==> src/rtl/act_pkg.sv <==
// Shared types and default build constants for the multi-lane activation pipeline.
package act_pkg;

  typedef enum logic [1:0] {
    ACT_BYPASS = 2'd0,
    ACT_RELU   = 2'd1,
    ACT_LEAKY  = 2'd2,
    ACT_CLAMP  = 2'd3
  } act_mode_e;

  localparam int BITWIDTH_DEF   = 32;
  localparam int LANES_DEF      = 4;
  localparam int LEAK_SHIFT_DEF = 3;
  localparam int CNT_W_DEF      = 16;

endpackage

==> src/rtl/act_lane.sv <==
// Combinational activation of one signed element under the selected mode.
module act_lane
  import act_pkg::*;
#(
  parameter int BITWIDTH   = BITWIDTH_DEF,
  parameter int LEAK_SHIFT = LEAK_SHIFT_DEF
) (
  input  logic signed [BITWIDTH-1:0] x,
  input  act_mode_e                  mode,
  input  logic signed [BITWIDTH-1:0] clamp,
  output logic signed [BITWIDTH-1:0] y
);

  // Upper-bound saturation; a negative bound collapses to zero so CLAMP never outputs negatives.
  function automatic logic signed [BITWIDTH-1:0] sat_upper(
    input logic signed [BITWIDTH-1:0] v,
    input logic signed [BITWIDTH-1:0] lim
  );
    logic signed [BITWIDTH-1:0] c;
    c = lim[BITWIDTH-1] ? '0 : lim;
    return (v > c) ? c : v;
  endfunction

  always_comb begin
    y = x;
    case (mode)
      ACT_BYPASS: y = x;
      ACT_RELU:   y = x[BITWIDTH-1] ? '0 : x;
      ACT_LEAKY:  y = x[BITWIDTH-1] ? (x >>> LEAK_SHIFT) : x;
      ACT_CLAMP:  y = x[BITWIDTH-1] ? '0 : sat_upper(x, clamp);
      default:    y = x;
    endcase
  end

endmodule

==> src/rtl/act_pipe.sv <==
// Two-stage, LANES-wide activation unit with valid/ready flow control and a
// per-frame saturating count of negative input elements.
module act_pipe
  import act_pkg::*;
#(
  parameter int BITWIDTH   = BITWIDTH_DEF,
  parameter int LANES      = LANES_DEF,
  parameter int LEAK_SHIFT = LEAK_SHIFT_DEF,
  parameter int CNT_W      = CNT_W_DEF
) (
  input  logic                      clk,
  input  logic                      rst,
  input  logic                      cfg_valid,
  input  logic [1:0]                cfg_mode,
  input  logic [BITWIDTH-1:0]       cfg_clamp,
  output logic                      cfg_ready,
  input  logic                      in_valid,
  output logic                      in_ready,
  input  logic [LANES*BITWIDTH-1:0] in_data,
  input  logic                      in_last,
  output logic                      out_valid,
  input  logic                      out_ready,
  output logic [LANES*BITWIDTH-1:0] out_data,
  output logic                      out_last,
  output logic [CNT_W-1:0]          neg_count,
  output logic                      neg_count_valid
);

  localparam int PC_W  = $clog2(LANES + 1);
  localparam int SUM_W = CNT_W + 1;

  function automatic logic [PC_W-1:0] count_neg(input logic [LANES*BITWIDTH-1:0] d);
    logic [PC_W-1:0] n;
    n = '0;
    for (int i = 0; i < LANES; i++) n = n + PC_W'(d[i*BITWIDTH + BITWIDTH-1]);
    return n;
  endfunction

  function automatic logic [CNT_W-1:0] sat_add(input logic [CNT_W-1:0] a,
                                               input logic [PC_W-1:0]  b);
    logic [SUM_W-1:0] s;
    s = {1'b0, a} + SUM_W'(b);
    return s[CNT_W] ? '1 : s[CNT_W-1:0];
  endfunction

  act_mode_e                  mode_q, mode_p1;
  logic signed [BITWIDTH-1:0] clamp_q, clamp_p1;
  logic                       frame_open;
  logic                       vld_p1, last_p1, vld_p2, last_p2;
  logic [LANES*BITWIDTH-1:0]  data_p1, act_p1, data_p2;
  logic [PC_W-1:0]            negs_p1;
  logic [CNT_W-1:0]           run_cnt, neg_count_q;
  logic                       neg_count_valid_q;
  logic                       adv, cfg_fire, in_fire, s1_adv, frame_done;

  // Config only lands on an empty, closed pipeline and steals the input slot that cycle.
  assign adv        = !vld_p2 || out_ready;
  assign cfg_ready  = !vld_p1 && !vld_p2 && !frame_open;
  assign cfg_fire   = cfg_valid && cfg_ready;
  assign in_ready   = adv && !cfg_fire;
  assign in_fire    = in_valid && in_ready;
  assign s1_adv     = adv && vld_p1;
  assign frame_done = vld_p2 && out_ready && last_p2;

  always_ff @(posedge clk) begin
    if (rst) begin
      mode_q  <= ACT_RELU;
      clamp_q <= '0;
    end else if (cfg_fire) begin
      mode_q  <= act_mode_e'(cfg_mode);
      clamp_q <= cfg_clamp;
    end
  end

  always_ff @(posedge clk) begin
    if (rst) frame_open <= 1'b0;
    else if (in_fire) frame_open <= !in_last;
  end

  // ---- stage 1: capture beat, config snapshot and sign count ----
  always_ff @(posedge clk) begin
    if (rst) vld_p1 <= 1'b0;
    else if (adv) vld_p1 <= in_fire;
  end

  always_ff @(posedge clk) begin
    if (in_fire) begin
      data_p1  <= in_data;
      last_p1  <= in_last;
      mode_p1  <= mode_q;
      clamp_p1 <= clamp_q;
      negs_p1  <= count_neg(in_data);
    end
  end

  for (genvar g = 0; g < LANES; g++) begin : g_lane
    act_lane #(
      .BITWIDTH  (BITWIDTH),
      .LEAK_SHIFT(LEAK_SHIFT)
    ) u_lane (
      .x    (data_p1[g*BITWIDTH +: BITWIDTH]),
      .mode (mode_p1),
      .clamp(clamp_p1),
      .y    (act_p1[g*BITWIDTH +: BITWIDTH])
    );
  end

  // ---- stage 2: activated result presented downstream ----
  always_ff @(posedge clk) begin
    if (rst) begin
      vld_p2  <= 1'b0;
      data_p2 <= '0;
      last_p2 <= 1'b0;
    end else if (adv) begin
      vld_p2 <= vld_p1;
      if (vld_p1) begin
        data_p2 <= act_p1;
        last_p2 <= last_p1;
      end
    end
  end

  // A beat entering S2 in the same cycle the frame closes belongs to the next frame.
  always_ff @(posedge clk) begin
    if (rst) begin
      run_cnt           <= '0;
      neg_count_q       <= '0;
      neg_count_valid_q <= 1'b0;
    end else begin
      neg_count_valid_q <= frame_done;
      if (frame_done) begin
        neg_count_q <= run_cnt;
        run_cnt     <= s1_adv ? sat_add('0, negs_p1) : '0;
      end else if (s1_adv) begin
        run_cnt <= sat_add(run_cnt, negs_p1);
      end
    end
  end

  assign out_valid       = vld_p2;
  assign out_data        = data_p2;
  assign out_last        = last_p2;
  assign neg_count       = neg_count_q;
  assign neg_count_valid = neg_count_valid_q;

endmodule

==> config.mk <==
export PLATFORM = sky130hd
export DESIGN_NAME = act_pipe
export DESIGN_NICKNAME = d
export VERILOG_FILES = /design/src/rtl/act_pkg.sv /design/src/rtl/act_lane.sv /design/src/rtl/act_pipe.sv
export SDC_FILE = /design/constraint.sdc
export NUM_CORES = 1
export LEC_CHECK = 0
export ABC_AREA = 1
export BUFFER_PORTS_ARGS = -buffer_cell sky130_fd_sc_hd__buf_2
export CORE_ASPECT_RATIO = 1.25
export CORE_MARGIN = 2
export CORE_UTILIZATION = 50
export CTS_BUF_LIST = sky130_fd_sc_hd__clkbuf_8
export DETAILED_ROUTE_END_ITERATION = 16
export PLACE_DENSITY = 0.72
export SYNTH_ARGS = -nofsm -noshare
export SYNTH_HDL_FRONTEND = slang
export SYNTH_SLANG_ARGS = --single-unit
==> constraint.sdc <==
create_clock -name clk -period 6 [get_ports clk]
set_clock_uncertainty 0.05 [all_clocks]
set_input_delay 0.6 -clock clk [delete_from_list [all_inputs] [get_ports clk]]
set_output_delay 0.6 -clock clk [all_outputs]
set_load 0.1 [all_outputs]
==> results of run 1 <==
==> worst max-delay path: cells and delay by family, from the launching register on <==
kind / cells / cell delay, ps
fa+ha+maj: 1 / 550
buf+inv: 1 / 660
simple gates: 12 / 2850
flops: 1 / 360
compound gates: 1 / 130
==> cells by family (layout without fill, tap and decap cells) <==
group / count (synthesis) / after routing / synth area share (%)
DFF: 365 / 365 / 43.1
AOI/OAI and AO/OA: 628 / 628 / 16.3
adders and majority gates: 131 / 131 / 7.94
other: 0 / 2 / 0
xor gates and xnor gates: 11 / 11 / 0.463
and+or+nand+nor: 1203 / 1203 / 24.8
buffers and inverters: 382 / 645 / 7.37
==> cell type report <==
cell class | count | area, µm²
well taps | 552 | 691
clock buffers | 64 | 881
clock inverters | 44 | 308
inverters | 193 | 736
diodes | 2 | 5.00
flip-flops and latches | 365 | 8970
multi-input cells | 1973 | 10400
fillers | 3857 | 17400
repair buffers | 344 | 1810
==> state kept, by name (all words and copies together) (netlist names) <==
signal / count
neg_count: 16
run_cnt: 16
mode_q: 2
vld_p1: 1
last_p1: 1
mode_p1: 2
negs_p1: 3
out_last: 1
out_valid: 1
clamp_p1: 32
out_data: 128
frame_open: 1
data_p1: 128
clamp_q: 32
neg_count_valid: 1
==> cells in the mapped netlist (3+ instances only) <==
library cell and instances:
nand3_2 3, o22ai_1 66, buf_2 30, buf_1 4
o21ai_0 65, inv_1 189, nand4_1 70, nor3_2 5
xnor2_1 3, inv_2 3, nand3_1 240, xor2_1 8
dfxtp_1 199, a21oi_1 445, a31oi_1 3, nand2_1 788
nor3_1 19, nand2_2 6, o21a_1 5, edfxtp_1 166
o221ai_1 33, buf_6 8, clkbuf_1 147, nor2_1 62
a21o_1 4, ha_1 129
==> power groups by stage <==
| stage | Clock [mW] | Combinational (mW) | Sequential [mW] |
|---|---|---|---|
| floorplan | 0 | 0.917 | 3.22 |
| global placement | 0 | 1.60 | 2.94 |
| detailed placement | 0 | 1.64 | 2.94 |
| CTS | 2.25 | 1.65 | 2.89 |
| global route | 2.35 | 1.83 | 2.90 |
| finish | 2.21 | 1.67 | 2.89 |
==> metal layers <==
| layer | track usage [%] | vias to the layer above | wire length [µm] |
|---|---|---|---|
| met1 | 38.3 | 9687 | 26600 |
| met3 | 7.57 | 290 | 6990 |
| met4 | 23.1 | 4 | 5750 |
| li1 | - | 9795 | - |
| met2 | 50.4 | 1179 | 31700 |
| met5 | 0 | - | 18 |
==> how the worst max path moves through the flow <==
stage	from	to	slack [ps]	depth (start not counted)
2_1_floorplan	out_valid$_SDFFE_PP0N_	frame_open$_SDFFE_PP0P_	920	8
3_3_place_gp	clamp_p1[31]$_DFFE_PP_	out_data[24]$_SDFFE_PP0P_	1550	17
3_5_place_dp	clamp_p1[31]$_DFFE_PP_	out_data[67]$_SDFFE_PP0P_	1420	17
4_1_cts	clamp_p1[31]$_DFFE_PP_	out_data[81]$_SDFFE_PP0P_	1410	17
5_1_grt	clamp_p1[31]$_DFFE_PP_	out_data[79]$_SDFFE_PP0P_	890	17
6_report	clamp_p1[31]$_DFFE_PP_	out_data[24]$_SDFFE_PP0P_	1280	15
==> flow_metrics.py, run 1 <==
metrics = {
    "finish": {
        "drive_gt1_share_pct": 15.6,
        "num-nets-final": 3233,
        "final_area_mm2": 0.0238,
        "area_growth_pct": 14.0,
        "fin_cells": 3537,
        "mostFrequentLayoutCell": "nand2_1",
        "final_cell_mix": "787 x nand2_1, 444 x a21oi_1, 315 x buf_2",
        "fin_util_pct": 57.8,
    },
    "clocking": {
        "cts-root-buf": "clkbuf_8",
        "cts.sinks": 365,
        "cts_buffers": 57,
        "cts-resized-gates": 0,
        "path_clk_slew_ps": 60,
        "post_cts_buffers": 0,
        "ctsLongestPathBuffers": 3,
        "cts_tree": "yes",
        "hold_buffers": 0,
        "clk_latency_ps": 680,
        "htreeDepth": 2,
    },
    "setup_path": {
        "cp.arrival_ps": 5240,
        "worstPathMaxFanout": 32,
        "reg2reg_depth": 15,
        "required_ps": 6520,
        "critical_path_class": "reg2reg",
        "crit_top_cell": "nand2_1",
        "path_cells": "inv_1 -> nand2_1 -> ha_1 -> nand4_1 -> nor2_1 -> nand2_1 -> nand2_1 -> nand2_1 -> nand2_2 -> nand3_4 -> nand2_1 -> nand3_1 -> nand2_1 -> nand2_1 -> a21oi_1",
        "cpPeakStageDelay_ps": 750,
        "crit-reg2reg-launch": "clamp_p1[31]$_DFFE_PP_",
        "worstSetupEndpointType": "flop",
        "cp-start-kind": "flop",
        "r2r_slack_ps": 1280,
        "slowest_stage": "nand2_1",
        "r2r_end": "out_data[24]$_SDFFE_PP0P_",
    },
    "die": {
        "die_h_um": 232,
        "fp-row-count": 83,
        "die_area_mm2": 0.0433,
        "dieWidth_um": 187,
        "initial_core_util_pct": 50.6,
        "design.core.area_mm2": 0.0411,
        "num_io_pins": 317,
    },
    "placed_design": {
        "gp_congestion": 0.929,
        "placed_cell_area_mm2": 0.0226,
        "numPortBuffers": 316,
        "pre_cts_slack_ps": 1420,
        "dp.cells": 3427,
        "post-dp-hpwl_um": 47500,
    },
    "power_and_ir_drop": {
        "p_seq_share_pct": 42.7,
        "p_int_mw": 4.37,
        "leakagePower_nw": 10.7,
        "power_frac_clock_pct": 32.6,
        "power_mw": 6.77,
        "powerDensity_mw_per_mm2": 285,
        "swShare_pct": 35.4,
        "comb_power_share_pct": 24.7,
        "p_switching_mw": 2.40,
        "peakVddDrop_mv": 0.200,
    },
    "sta": {
        "fin_hold_ws_ps": 45.7,
        "slew_headroom_pct": 19.0,
        "setup_viol": 0,
        "rsz0062_at_grt": "false",
        "finalMaxSlewViolations": 0,
        "finalWorstSetupSlack_ps": 1280,
        "totalNegativeSetupSlack_ps": 0,
        "min_period_ps": 4720,
        "finalCritPeriodShare_pct": 78.6,
        "max_freq_mhz": 212,
        "worstMarginPinSlew_ps": 1210,
        "final_hold_viol_count": 0,
    },
    "routing": {
        "drt_wl_total_um": 71100,
        "route.detailed.drc": 0,
        "drt_iter0_markers": 2362,
        "first_pass_iters": 6,
        "ant_nets": 0,
        "vias": 21000,
        "avgViaCountPerCell": 5.92,
        "wl_per_cell_um": 20.1,
    },
    "worst_hold_path": {
        "hp-start": "in_data[34]",
        "hold_end": "data_p1[34]$_DFFE_PP_",
        "hp-class": "in2reg",
        "whs_path_depth": 1,
    },
    "global_routing": {
        "grt_max_degree": 128,
        "grt_remaining_overflow": 0,
        "globalRouteTotalUtil_pct": 31.9,
        "grt_antenna_before_repair": 4,
        "grt_pass1_wl_um": 109000,
        "grt_pass1_vias": 19500,
    },
    "synthesis": {
        "synth_fp_nets": 3019,
        "synth_warnings": 0,
        "ys_seq_area_share_pct": 43.1,
        "syn_area_mm2": 0.0208,
        "syn-instance-count": 2720,
        "ys_top_cells_by_area": "edfxtp_1 24%, dfxtp_1 19%, nand2_1 14%, a21oi_1 11%, ha_1 7.7%",
        "synthArstFlopShare_pct": 0,
        "synth_cell_types": 40,
        "synth_top_area_share_pct": 23.9,
        "synth_top_cell_by_area": "edfxtp_1",
        "synth-edff-count": 166,
        "ys.flop_type": "dfxtp_1",
        "ys_ff_latch": 365,
        "avgSynthCellArea_um2": 7.66,
    },
    "status": {
        "status": "finished, final reports clean",
    },
    "run": {
        "drv_cap": 0,
    },
}
Note: power is estimated with default switching activity, not from simulation.
==> run 2, diff against run 1 <==
PLACE_DENSITY = 0.74   (was 0.72)
clock period = 3.9 ns   (was 6 ns; I/O delays follow)
==> flow_metrics.py, run 2 (synthesis results as in run 1) <==
metrics = {
    "global_routing": {
        "grt_use_met1_pct": 38.7,
        "grt_antenna_before_repair": 0,
        "grt_max_degree": 195,
        "use_met3_pct": 7.92,
        "busiest_layer": "met2",
        "grt_pass1_wl_um": 114000,
        "grt_pass1_vias": 21000,
        "globalRouteTotalUtil_pct": 33.4,
        "grt_util_met2_pct": 54.2,
        "grt_remaining_overflow": 0,
    },
    "routing": {
        "drt_wl_total_um": 74400,
        "route.detailed.drc": 0,
        "ant_nets": 0,
        "wl_per_cell_um": 19.9,
        "drt_iter0_markers": 2666,
        "vias": 22000,
        "first_pass_iters": 6,
        "avgViaCountPerCell": 5.91,
    },
    "die": {
        "num_io_pins": 317,
        "initial_core_util_pct": 50.6,
        "fp-row-count": 83,
        "die_area_mm2": 0.0433,
        "dieWidth_um": 187,
        "die_h_um": 232,
        "design.core.area_mm2": 0.0411,
    },
    "setup_path": {
        "worstSetupEndpointType": "flop",
        "critical_path_class": "reg2reg",
        "worstPathMaxFanout": 31,
        "cp-start-kind": "flop",
        "required_ps": 4440,
        "cp.arrival_ps": 4180,
        "crit_top_cell": "nand2_1",
        "path_buf_inv": 2,
        "cp_top_family": "simple AND/OR/NAND/NOR gates",
        "slowest_stage": "ha_1",
        "cpPeakStageDelay_ps": 500,
        "path_cells": "inv_1 -> buf_4 -> nand2_1 -> ha_1 -> nand2_1 -> nor2_1 -> nand2_1 -> nand2_1 -> nand2_1 -> nand2_1 -> nand2_1 -> nand2_2 -> nand3_4 -> nand2_1 -> nand3_1 -> nand2_1 -> nand2_1 -> a21oi_1",
    },
    "run": {
        "drv_cap": 0,
    },
    "power_and_ir_drop": {
        "leakagePower_nw": 11.6,
        "peakVddDrop_mv": 0.295,
        "powerDensity_mw_per_mm2": 423,
        "power_mw": 10.9,
    },
    "clocking": {
        "cts.sinks": 365,
        "path_clk_slew_ps": 60,
        "cts-root-buf": "clkbuf_8",
        "ctsLongestPathBuffers": 3,
        "htreeDepth": 2,
        "post_cts_buffers": 0,
        "clk_latency_ps": 670,
        "cts_buffers": 56,
        "cts_tree": "yes",
    },
    "finish": {
        "num-nets-final": 3429,
        "final_cell_mix": "780 x nand2_1, 444 x a21oi_1, 315 x buf_2",
        "n_antenna_cell": 0,
        "mostFrequentLayoutCell": "nand2_1",
        "final_area_mm2": 0.0258,
        "fin_cells": 3730,
        "area_growth_pct": 24.0,
        "drive_gt1_share_pct": 16.0,
    },
    "placed_design": {
        "dp.cells": 3459,
        "post-dp-hpwl_um": 48400,
        "placed_cell_area_mm2": 0.0229,
        "numPortBuffers": 316,
        "gp_congestion": 0.919,
    },
    "sta": {
        "final_hold_viol_count": 0,
        "finalCritPeriodShare_pct": 93.3,
        "finalMaxSlewViolations": 0,
        "slew_headroom_pct": 22.4,
        "rsz0062_at_grt": "false",
        "worstMarginPinSlew_ps": 1160,
        "setup_viol": 0,
        "max_freq_mhz": 275,
        "min_period_ps": 3640,
        "totalNegativeSetupSlack_ps": 0,
    },
    "worst_hold_path": {
        "hp-class": "in2reg",
    },
    "status": {
        "status": "finished, final reports clean",
    },
}
[run 2: cell types whose count changed in the layout (fill, tap and decap cells not counted), moves of 4 or more]
cell / change
buf_4: +29
nand2_1: -7
nand2_2: +7
bufinv_16: +4
clkinv_2: -5
clkinv_1: -6
buf_12: +4
dlygate4sd3_1: +165
[run 2: final timing paths]
kind,from,endpoint,slack (ps),depth (start not counted)
max reg2reg,clamp_p1[31]$_DFFE_PP_,out_data[9]$_SDFFE_PP0P_,260,18
max,clamp_p1[31]$_DFFE_PP_,out_data[9]$_SDFFE_PP0P_,260,18
min reg2reg,clamp_q[9]$_SDFFE_PP0P_,clamp_p1[9]$_DFFE_PP_,380,0
min,cfg_mode[1],mode_q[1]$_SDFFE_PP0P_,50,3
[run 2: final cells by class]
type / instances / area [µm²]
clock buffer: 66 / 908
clock inverter: 40 / 397
fill: 3510 / 15300
inverter: 193 / 739
multi-input combinational: 1973 / 10400
sequential: 365 / 8970
tap: 552 / 691
timing repair buffer: 541 / 3750
[run 2: timing repair]
action                                  4_1_cts  5_1_grt
hold buffers                                165        0
gates resized for setup                       0        5
endpoints found under the setup margin        0       74
endpoints found under the hold margin       165        0
[run 2: power by group]
group / total [mW] / switching, mW / internal, mW
sequential: 4.45 / 0.183 / 4.27
clock: 3.70 / 1.62 / 2.09
combinational: 2.77 / 1.95 / 0.821
total: 10.9 / 3.74 / 7.18
[run 2: routing by layer]
layer  vias up  routed length (µm)
li1      10200                   -
met1     10100               26800
met2      1396               34100
met3       341                7640
met4         0                5890
met5         -                   0
[run 2: through the flow]
step / setup WS [ps] / util, % / hold slack (ps)
floorplan: -681 / - / 359
global placement: 418 / 55.6 / 367
detailed placement: 324 / 55.6 / 366
CTS: 283 / 62.8 / 5.11
global route: 0.795 / 62.8 / 42.8
finish: 260 / 62.8 / 46.7
[run 2: worst register-to-register path: cells and delay by family (launching register included)]
kind	cells	cell delay (ps)
buffers and inverters	2	610
flip-flops	1	360
adder cells (fa/ha/maj)	1	500
AO/OA/AOI/OAI	1	130
AND/OR/NAND/NOR	14	1920
